[src/rtl/dpr_arb_pkg.sv]
// dpr_arbiter shared constants and helpers.
// Sizes, port indices and the same-address hazard rule.
package dpr_arb_pkg;

  localparam int NREQ  = 4;
  localparam int DW    = 8;
  localparam int AW    = 12;
  localparam int PW    = 2;
  localparam int PORT0 = 0;
  localparam int PORT1 = 1;

  // Two accesses collide when they share an address and either writes.
  function automatic logic hazard(
    input logic [AW-1:0] a0,
    input logic [AW-1:0] a1,
    input logic          w0,
    input logic          w1
  );
    return (a0 == a1) && (w0 || w1);
  endfunction

endpackage

[src/rtl/dpr_arbiter_if.sv]
// Requester-side bus of the dual-port RAM arbiter.
// master = requesters, slave = arbiter.
interface dpr_arbiter_if;
  import dpr_arb_pkg::*;

  logic [NREQ-1:0]    req;
  logic [NREQ-1:0]    we;
  logic [NREQ*AW-1:0] addr;
  logic [NREQ*DW-1:0] wdata;
  logic [NREQ-1:0]    gnt;
  logic [NREQ-1:0]    rvalid;
  logic [NREQ*DW-1:0] rdata;

  modport master (
    output req, we, addr, wdata,
    input  gnt, rvalid, rdata
  );

  modport slave (
    input  req, we, addr, wdata,
    output gnt, rvalid, rdata
  );

endinterface

[src/rtl/dpr_arbiter_rr_pick2.sv]
// Two-winner round-robin picker for dpr_arbiter.
// Second winner skips requesters that collide with the first.
module rr_pick2
  import dpr_arb_pkg::*;
(
  input  logic [PW-1:0]      ptr,
  input  logic [NREQ-1:0]    req,
  input  logic [NREQ-1:0]    we,
  input  logic [NREQ*AW-1:0] addr,
  output logic [NREQ-1:0]    gnt,
  output logic               a_v,
  output logic [PW-1:0]      a_i,
  output logic               b_v,
  output logic [PW-1:0]      b_i,
  output logic [PW-1:0]      last,
  output logic               skip
);

  logic [PW-1:0] idx;

  // Scan from ptr; first hit is A, next non-colliding hit is B.
  always_comb begin
    a_v  = 1'b0;
    a_i  = '0;
    b_v  = 1'b0;
    b_i  = '0;
    skip = 1'b0;
    idx  = '0;
    gnt  = '0;
    for (int k = 0; k < NREQ; k++) begin
      idx = ptr + PW'(k);
      if (req[idx]) begin
        if (!a_v) begin
          a_v = 1'b1;
          a_i = idx;
        end else if (!b_v) begin
          if (hazard(addr[a_i*AW +: AW],
                     addr[idx*AW +: AW],
                     we[a_i], we[idx])) begin
            skip = 1'b1;
          end else begin
            b_v = 1'b1;
            b_i = idx;
          end
        end
      end
    end
    if (a_v) gnt[a_i] = 1'b1;
    if (b_v) gnt[b_i] = 1'b1;
    last = b_v ? b_i : a_i;
  end

endmodule

[src/rtl/dpr_arbiter.sv]
// Round-robin arbiter/sequencer for a true dual-port RAM.
// DPR_ARB_STATS_EN adds a saturating conflict_cnt output.
module dpr_arbiter
  import dpr_arb_pkg::*;
(
  input  logic          clk,
  input  logic          rst,
  dpr_arbiter_if.slave  bus,
  output logic          ram_wr_en_0,
  output logic          ram_wr_en_1,
  output logic [AW-1:0] ram_addr_0,
  output logic [AW-1:0] ram_addr_1,
  output logic [DW-1:0] ram_in_0,
  output logic [DW-1:0] ram_in_1,
  input  logic [DW-1:0] ram_out_0,
  input  logic [DW-1:0] ram_out_1
`ifdef DPR_ARB_STATS_EN
  ,
  output logic [15:0]   conflict_cnt
`endif
);

  logic [PW-1:0]      ptr;
  logic [NREQ-1:0]    pgnt;
  logic               a_v;
  logic               b_v;
  logic [PW-1:0]      a_i;
  logic [PW-1:0]      b_i;
  logic [PW-1:0]      last;
  logic               skip;
  logic [1:0]         rt_v;
  logic [PW-1:0]      rt_i [2];
  logic [NREQ-1:0]    rv;
  logic [NREQ*DW-1:0] rd;

  rr_pick2 u_pick (
    .ptr  (ptr),
    .req  (bus.req),
    .we   (bus.we),
    .addr (bus.addr),
    .gnt  (pgnt),
    .a_v  (a_v),
    .a_i  (a_i),
    .b_v  (b_v),
    .b_i  (b_i),
    .last (last),
    .skip (skip)
  );

  assign bus.gnt = rst ? '0 : pgnt;

  // Winner A drives RAM port 0, winner B port 1; idle ports read zero.
  always_comb begin
    ram_wr_en_0 = 1'b0;
    ram_addr_0  = '0;
    ram_in_0    = '0;
    ram_wr_en_1 = 1'b0;
    ram_addr_1  = '0;
    ram_in_1    = '0;
    if (!rst && a_v) begin
      ram_wr_en_0 = bus.we[a_i];
      ram_addr_0  = bus.addr[a_i*AW +: AW];
      ram_in_0    = bus.wdata[a_i*DW +: DW];
    end
    if (!rst && b_v) begin
      ram_wr_en_1 = bus.we[b_i];
      ram_addr_1  = bus.addr[b_i*AW +: AW];
      ram_in_1    = bus.wdata[b_i*DW +: DW];
    end
  end

  // Advance pointer past last winner and remember who each read is for.
  always_ff @(posedge clk) begin
    if (rst) begin
      ptr         <= '0;
      rt_v        <= '0;
      rt_i[PORT0] <= '0;
      rt_i[PORT1] <= '0;
    end else begin
      if (a_v) ptr <= last + PW'(1);
      rt_v[PORT0] <= a_v && !bus.we[a_i];
      rt_v[PORT1] <= b_v && !bus.we[b_i];
      rt_i[PORT0] <= a_i;
      rt_i[PORT1] <= b_i;
    end
  end

  // Steer registered RAM data to the requester that issued the read.
  always_comb begin
    rv = '0;
    rd = '0;
    if (!rst && rt_v[PORT0]) begin
      rv[rt_i[PORT0]]          = 1'b1;
      rd[rt_i[PORT0]*DW +: DW] = ram_out_0;
    end
    if (!rst && rt_v[PORT1]) begin
      rv[rt_i[PORT1]]          = 1'b1;
      rd[rt_i[PORT1]*DW +: DW] = ram_out_1;
    end
  end

  assign bus.rvalid = rv;
  assign bus.rdata  = rd;

`ifdef DPR_ARB_STATS_EN
  // Count cycles where a colliding requester was deferred.
  always_ff @(posedge clk) begin
    if (rst) begin
      conflict_cnt <= '0;
    end else if (skip && conflict_cnt != 16'hFFFF) begin
      conflict_cnt <= conflict_cnt + 16'd1;
    end
  end
`else
  logic unused_skip;
  assign unused_skip = skip;
`endif

endmodule
[src/flat_wrapper.sv]
// flat-port wrapper written by rule: the top's interface ports become plain ports
module dpr_arbiter_flat import dpr_arb_pkg::*;
  (clk, rst, ram_wr_en_0, ram_wr_en_1, ram_addr_0, ram_addr_1, ram_in_0, ram_in_1, ram_out_0, ram_out_1, bus_req, bus_we, bus_addr, bus_wdata, bus_gnt, bus_rvalid, bus_rdata);
  dpr_arbiter_if bus_i ();
  input  logic clk;
  input  logic rst;
  output logic ram_wr_en_0;
  output logic ram_wr_en_1;
  output logic [AW-1:0] ram_addr_0;
  output logic [AW-1:0] ram_addr_1;
  output logic [DW-1:0] ram_in_0;
  output logic [DW-1:0] ram_in_1;
  input  logic [DW-1:0] ram_out_0;
  input  logic [DW-1:0] ram_out_1;
  input wire logic [$bits(bus_i.req)-1:0] bus_req;
  input wire logic [$bits(bus_i.we)-1:0] bus_we;
  input wire logic [$bits(bus_i.addr)-1:0] bus_addr;
  input wire logic [$bits(bus_i.wdata)-1:0] bus_wdata;
  output wire logic [$bits(bus_i.gnt)-1:0] bus_gnt;
  output wire logic [$bits(bus_i.rvalid)-1:0] bus_rvalid;
  output wire logic [$bits(bus_i.rdata)-1:0] bus_rdata;
  assign bus_i.req = bus_req;
  assign bus_i.we = bus_we;
  assign bus_i.addr = bus_addr;
  assign bus_i.wdata = bus_wdata;
  assign bus_gnt = bus_i.gnt;
  assign bus_rvalid = bus_i.rvalid;
  assign bus_rdata = bus_i.rdata;
  dpr_arbiter u_core (.clk(clk), .rst(rst), .bus(bus_i), .ram_wr_en_0(ram_wr_en_0), .ram_wr_en_1(ram_wr_en_1), .ram_addr_0(ram_addr_0), .ram_addr_1(ram_addr_1), .ram_in_0(ram_in_0), .ram_in_1(ram_in_1), .ram_out_0(ram_out_0), .ram_out_1(ram_out_1));
endmodule
[config.mk]
export PLATFORM = sky130hd
export DESIGN_NAME = dpr_arbiter_flat
export DESIGN_NICKNAME = d
export VERILOG_FILES = /design/src/rtl/dpr_arb_pkg.sv /design/src/rtl/dpr_arbiter_if.sv /design/src/rtl/dpr_arbiter_rr_pick2.sv /design/src/rtl/dpr_arbiter.sv /design/src/flat_wrapper.sv
export SDC_FILE = /design/constraint.sdc
export NUM_CORES = 1
export LEC_CHECK = 0
export CAP_MARGIN = 20
export CORE_MARGIN = 4
export CORE_UTILIZATION = 44
export DETAILED_ROUTE_END_ITERATION = 10
export PLACE_DENSITY = 0.8
export SLEW_MARGIN = 30
export SYNTH_ARGS = -nofsm -noshare
export SYNTH_HDL_FRONTEND = slang
export SYNTH_SLANG_ARGS = --single-unit
export TNS_END_PERCENT = 1
[constraint.sdc]
create_clock -name clk -period 6.65 [get_ports clk]
set_input_delay 1.33 -clock clk [delete_from_list [all_inputs] [get_ports clk]]
set_output_delay 1.33 -clock clk [all_outputs]
set_load 0.02 [all_outputs]
# After elaboration in Yosys (flattened, before gate mapping)
# Memory sizes are Yosys's and may differ from the RTL's.
# Index checks and enable logic that the tools add are counted.
# totals
memories,1
ram_bits,4
out_inout_bits,82
reg_bits,4
# mem_list
name,depth,word_bits,read_ports,rd_clocked_by_memory_dff,wr,line_no,text
u_core.rt_i,2,2,2,0,2,dpr_arbiter.sv:32,logic [PW-1:0] rt_i [2];
# classes
shift,14
n_mux,85
n_reduce_logical,19
eq_ne,3
n_mul,8
n_addsub,6
order_cmp,15
bitwise,5
# ops
op,count
variable part select 48 x 7 -> 12 bit,8
negation 5 -> 34 bit,2
variable shift 8 x 34 -> 32 bit (first input constant),2
variable part select 8 x 34 -> 32 bit,2
two-way mux 32 bit,2
variable part select 32 x 6 -> 8 bit,2
two-way mux 2 bit,21
== test 12 bit,3
two-way mux 1 bit,36
less-than comparator 2 x 3 -> 1 bit (second input constant),11
AND 32 bit,1
bitwise mux 32 bit,1
multiplier 2 x 2 -> 4 bit (second input constant),8
binary-select mux 1 bit (select 2 bit),12
two-way mux 12 bit,2
two-way mux 4 bit,5
two-way mux 8 bit,2
logical AND 1 bit,13
demux 1 bit (select 2 bit),4
greater-or-equal comparator 2 x 1 -> 1 bit (second input constant),4
OR 4 bit,2
adder 2 x 1 -> 2 bit (second input constant),2
adder 2 bit (second input constant),2
logical NOT 1 bit,3
2 further kinds,5

# Longest topological paths before layout
# Gate-level depths: netlist (run 1).
# logic_depth
depth_word,25
mapped_depth,26

# By module
# A second synthesis (run 1) with hierarchy kept.
# hier_totals
hier_cells,660
hier_area_um2,5915.7
# by_module_without_submodules
module,n_inst,seq_area_each_um2,cells_per_inst,area_each_um2
rr_pick2,1,0.0,457,3687.3
dpr_arbiter,1,160.2,203,2228.4

# Worst setup path before layout (run 1)
# OpenSTA, ideal clock, no wires.
# synth_timing
path_type,in2out
start,input port bus_req[3]
end,output port ram_addr_1[8]
n_path_buf,5
path_stages,21
required_ps,5320
slack_ps,-159
arrival_time_ps,5479
path_cell_list,clkbuf_1 -> mux2_2 -> nor2_1 -> a31oi_1 -> ha_1 -> clkbuf_1 -> inv_1 -> mux2i_4 -> buf_6 -> mux2i_1 -> xnor2_1 -> a211oi_1 -> nand4_1 -> or4_1 -> buf_2 -> a21oi_4 -> o2bb2ai_4 -> buf_6 -> mux2_4 -> a222oi_1 -> nor2b_1
# synth_via
elab_chain_len,21
elab_cells_between_ends,63
cone_classes,4 x mul; 3 x eq/ne; 4 x shift; 45 x mux; 7 x reduce/logical
# synth_lines
element,line_no,text
start: declaration,flat_wrapper.sv:15,input wire logic [$bits(bus_i.req)-1:0] bus_req;
binary-select mux 1 bit (select 2 bit),dpr_arbiter_rr_pick2.sv:32,if (req[idx]) begin
two-way mux 1 bit (not written as such),dpr_arbiter_rr_pick2.sv:32,
two-way mux 2 bit,dpr_arbiter_rr_pick2.sv:32,
multiplier 2 x 2 -> 4 bit or binary-select mux 1 bit (select 2 bit) (tied branches),"dpr_arbiter_rr_pick2.sv:37, dpr_arbiter_rr_pick2.sv:39",
variable part select 48 x 7 -> 12 bit or two-way mux 1 bit (tied branches),"dpr_arbiter_rr_pick2.sv:37, dpr_arbiter_rr_pick2.sv:39",
== test 12 bit or logical OR 1 bit (tied branches),dpr_arb_pkg.sv:19,return (a0 == a1) && (w0 || w1);
logical AND 1 bit,dpr_arb_pkg.sv:19,
two-way mux 2 bit,dpr_arbiter_rr_pick2.sv:37,"if (hazard(addr[a_i*AW +: AW],"
(+5 left out),n/a,
two-way mux 2 bit,dpr_arbiter_rr_pick2.sv:32,
two-way mux 2 bit,dpr_arbiter_rr_pick2.sv:37,
two-way mux 2 bit,dpr_arbiter_rr_pick2.sv:36,end else if (!b_v) begin
two-way mux 2 bit,dpr_arbiter_rr_pick2.sv:33,if (!a_v) begin
two-way mux 2 bit,dpr_arbiter_rr_pick2.sv:32,
multiplier 2 x 2 -> 4 bit,dpr_arbiter.sv:67,ram_addr_1 = bus.addr[b_i*AW +: AW];
variable part select 48 x 7 -> 12 bit,dpr_arbiter.sv:67,
two-way mux 12 bit *,dpr_arbiter.sv:65,if (!rst && b_v) begin
end: declaration,flat_wrapper.sv:10,output logic [AW-1:0] ram_addr_1;
# Every way passes the cells marked *; elsewhere a longest branch is shown, timed or not. The select of a mux whose other input is x is not followed.

# Final worst setup path (run 1)
# layout_timing
start,input port bus_req[2]
end,output port ram_wr_en_1
# layout_via
elab_chain_len,21
elab_cells_between_ends,63
cone_classes,3 x mul; 3 x eq/ne; 3 x shift; 47 x mux; 7 x reduce/logical
# layout_lines
element,line_no,text
binary-select mux 1 bit (select 2 bit),dpr_arbiter_rr_pick2.sv:32,
two-way mux 1 bit (not written as such),dpr_arbiter_rr_pick2.sv:32,
two-way mux 2 bit,dpr_arbiter_rr_pick2.sv:32,
multiplier 2 x 2 -> 4 bit or binary-select mux 1 bit (select 2 bit) (tied branches),"dpr_arbiter_rr_pick2.sv:37, dpr_arbiter_rr_pick2.sv:39",
variable part select 48 x 7 -> 12 bit or two-way mux 1 bit (tied branches),"dpr_arbiter_rr_pick2.sv:37, dpr_arbiter_rr_pick2.sv:39",
== test 12 bit or logical OR 1 bit (tied branches),dpr_arb_pkg.sv:19,
logical AND 1 bit,dpr_arb_pkg.sv:19,
two-way mux 2 bit,dpr_arbiter_rr_pick2.sv:37,
(+5 left out),n/a,
two-way mux 2 bit,dpr_arbiter_rr_pick2.sv:32,
two-way mux 2 bit,dpr_arbiter_rr_pick2.sv:37,
two-way mux 2 bit,dpr_arbiter_rr_pick2.sv:36,
two-way mux 2 bit,dpr_arbiter_rr_pick2.sv:33,
two-way mux 2 bit,dpr_arbiter_rr_pick2.sv:32,
binary-select mux 1 bit (select 2 bit),dpr_arbiter.sv:66,ram_wr_en_1 = bus.we[b_i];
two-way mux 1 bit (not written as such),dpr_arbiter.sv:66,
two-way mux 1 bit *,dpr_arbiter.sv:65,
end: declaration,flat_wrapper.sv:8,output logic ram_wr_en_1;
# Marked as above.

==> impl_metrics.csv, run 1 <==
group,metric,value,unit
status,status,"finished with violations",
status,violations,"negative setup slack",
die,io_pins,188,
power,ir_drop,0.000225,V
setup_path,worstPathMaxFanout,9,
power,switching_share,0.484,
drt,routedWlPerCell,22.3,um
timing,fin_skew,0.000722,ns
die,die_y,124,um
die,dieArea,15400,um^2
timing,max-slew-margin-rel,0.412,
hold_path,holdCritPathClass,"reg -> reg",
cells_and_area,antenna_cells,0,
yosys,synth_edf_count,0,
drt,route.met3.wl,1.69,mm
yosys,synthTopCellsByArea,"mux4_2 25%, mux2i_1 12%, a22o_1 6.7%",
drt,first_pass_iters,5,
global_routing,gr-total-overflow,0,
setup_path,start_kind,"input port",
setup_path,crit_path_end_kind,"primary output",
drt,via_per_inst,6.42,
setup_path,required,5.32,ns
clock_tree,clk_path_buf_depth,2,
cells_and_area,fin_util,0.699,
setup_path,cpPeakStageDelay,0.50,ns
power,p_leak,3.66,nW
yosys,syn_nets,789,
power,pwr-share-comb,0.951,
timing,period_share,1.03,
clock_tree,cts_tree,"built",
timing,worst_hold_slack,0.799,ns
yosys,ys_ff_latch,8,
place,pre_cts_ws,-0.963,ns
cells_and_area,drive_above_1_share,0.333,
clock_tree,clk_pin_slew,0.04,ns
die,core-area,13200,um^2
yosys,syn_inst,667,
yosys,synth.cell_area,5920,um^2
setup_path,path_cells,"buf_6, buf_4, mux4_2, mux2i_4, buf_12, buf_4, a31oi_4, buf_6, mux2i_1, xnor2_1, o2111ai_1, o31ai_1, buf_4, nor2_2, o2bb2ai_4, buf_4, mux2_1, a222oi_1, nor2b_1, buf_2",
timing,hold_viol_final,0,
yosys,async_flop_share,0,
global_routing,grt_pass1_wl,38.3,mm
drt,num_vias,7256,
clock_tree,root_buffer,"clkbuf_16",
setup_path,path_class,"in -> out",
clock_tree,worstSkewPairLatency,0.23,ns
timing,worstMarginPinSlew,0.875,ns
drt,top_layer,"met4",
die,dieWidth,124,um
power,p_int,0.00223,W
yosys,yosysWarnings,0,
global_routing,grt_usage,0.313,
place,gp_congestion,0.975,
place,post-dp-hpwl,19.3,mm
setup_path,cp_slowest_cell,"mux4_2",
power,seqPwrFrac,0.026,
drt,drtIter0Drc,664,
yosys,yosysMostFrequentCell,"mux2i_1",
yosys,synthFlopType,"dfxtp_1",
flow_run,cap_violations,0,
power,p_per_area,468,nW/um^2
clock_tree,htreeDepth,1,
yosys,avgSynthCellArea,8.87,um^2
yosys,yosysTopAreaCellShare,0.247,
timing,setup_viol,22,
timing,timing.final.max_slew_violations,0,
yosys,synth_area_leader_cell,"mux4_2",
timing,fmax,146,MHz
yosys,synth_common_cells,"69 x mux2i_1, 65 x mux4_2, 45 x a22o_1",
drt,drc,0,
timing,rsz0062_at_grt,"true",
power,power_switching,0.00209,W
die,start_util,0.449,
global_routing,antenna_found_initial,0,
drt,totalWireLength,25.2,mm
die,fp-row-count,42,
power,clkPwrFrac,0.023,
yosys,synth_cell_types,74,
setup_path,crit_arrival,5.51,ns
clock_tree,cts_sinks,8,
drt,wl_met2,13.2,mm
global_routing,grt_max_degree,59,
clock_tree,numCtsBuffers,3,
drt,wl_met1,9.51,mm
cells_and_area,final_net_count,1078,
global_routing,grt_pass1_vias,7286,
setup_path,cp_num_buf_inv,8,
timing,setup_ws,-0.192,ns
timing,min_period,6.84,ns
setup_path,cpLargestDelayFamily,"compound AO/OA/AOI/OAI gates",
setup_path,crit_top_cell,"buf_4",
yosys,ys_seq_area_frac,0.0271,
power,fin_total_pwr,0.00431,W
drt,antenna_left,0,
cells_and_area,area_growth,55.7,%
clock_tree,cts_hold_buf,0,
place,port-buffer-count,187,
## power by group through the flow
stage / logic [W] / registers (W) / clock network (W)
2_1_floorplan: 0.00246 / 0.0000919 / 0
3_3_place_gp: 0.00372 / 0.000111 / 0
3_5_place_dp: 0.00380 / 0.000113 / 0
4_1_cts: 0.00395 / 0.000113 / 0.000101
5_1_grt: 0.00432 / 0.000119 / 0.000103
6_report: 0.00410 / 0.000114 / 0.0000994
## worst register-to-register path, delay by kind of cell, from the launching register on
kind            cells  cell delay (ns)
xor+xnor            1             0.19
mux                 3             0.63
fa+ha+maj           1             0.29
buf+inv             6             1.11
compound gates      6             1.43
flops               1             0.47
simple gates        3             0.50
## area by class of cell
class	count	area, um^2
inverters	16	60.1
fillers	1007	3970
multi-input cells	574	5520
flip-flops and latches	8	163
well taps	176	220
repair buffers	353	3190
clock buffers	3	75.1
## kinds of logic after synthesis
| group | Yosys count | synth area share |
|---|---|---|
| AO/OA/AOI/OAI | 179 | 0.241 |
| XOR/XNOR | 33 | 0.0488 |
| adder cells (fa/ha/maj) | 17 | 0.0355 |
| buffers and inverters | 85 | 0.0700 |
| flip-flops | 8 | 0.0271 |
| multiplexers | 153 | 0.405 |
| AND/OR/NAND/NOR | 192 | 0.174 |
## cell usage in the layout, fill, tap and decap left out, types with 14 or more instances in the layout
cell type	synthesis	routed
inv_1	16	15
mux2i_1	69	66
nor2b_1	16	15
ha_1	16	15
a22o_1	45	45
clkdlybuf4s50_1	0	158
o21ai_0	17	16
mux4_2	65	65
buf_4	7	150
o21a_1	15	14
nor2_1	42	37
and2_1	22	22
nand2_1	43	42
buf_2	24	17
xnor2_1	23	20
## through the flow
stage / area, um^2 / cells / setup TNS, ns
finish: 9220 / 1130 / -2.01
global route: 9220 / 1130 / -3.17
CTS: 9140 / 1128 / -0.580
detailed placement: 8950 / 1115 / -21.43
global placement: 8940 / 1115 / -20.14
floorplan: 5930 / 667 / 0
## what timing repair did
| action | in CTS | in global routing |
|---|---|---|
| resized for setup | 132 | 32 |
| pin swaps | 19 | 21 |
| endpoints found under the hold margin | 0 | 0 |
| setup endpoints to repair | 25 | 25 |
| setup buffers | 9 | 3 |
| cloned | 1 | 0 |
## state kept, by name, summed over array words and instances, names as in the netlist
| register | count |
|---|---|
| u_core.ptr | 2 |
| u_core.rt_i | 4 |
| u_core.rt_v | 2 |
## final timing paths
| check | start | to | slack, ns | cells after the start |
|---|---|---|---|---|
| worst max-delay path | bus_req[2] | ram_wr_en_1 | -0.19 | 20 |
| worst max register to register | u_core.ptr[0] | u_core.rt_v[1] | 1.98 | 20 |
| worst min-delay path | u_core.ptr[1] | u_core.ptr[1] | 0.80 | 3 |
| worst min register to register | u_core.ptr[1] | u_core.ptr[1] | 0.80 | 3 |
## layer usage
| metal | track usage | vias to the layer above |
|---|---|---|
| li1 | - | 3233 |
| met1 | 0.388 | 3550 |
| met2 | 0.564 | 405 |
| met3 | 0.0286 | 68 |
| met4 | 0.116 | 0 |
| met5 | 0 | - |
No activity file was read; power rests on OpenSTA's default activity.
==> inputs of run 2 (changes only) <==
--- a/config.mk
+++ b/config.mk
@@ -5,6 +5,7 @@
 export SDC_FILE = /design/constraint.sdc
 export NUM_CORES = 1
 export LEC_CHECK = 0
+export ABC_CLOCK_PERIOD_IN_PS = 6650
 export CAP_MARGIN = 20
 export CORE_MARGIN = 4
 export CORE_UTILIZATION = 44
==> results of run 2 <==
The final DEF is identical to that of run 1; final timing and power are the same.
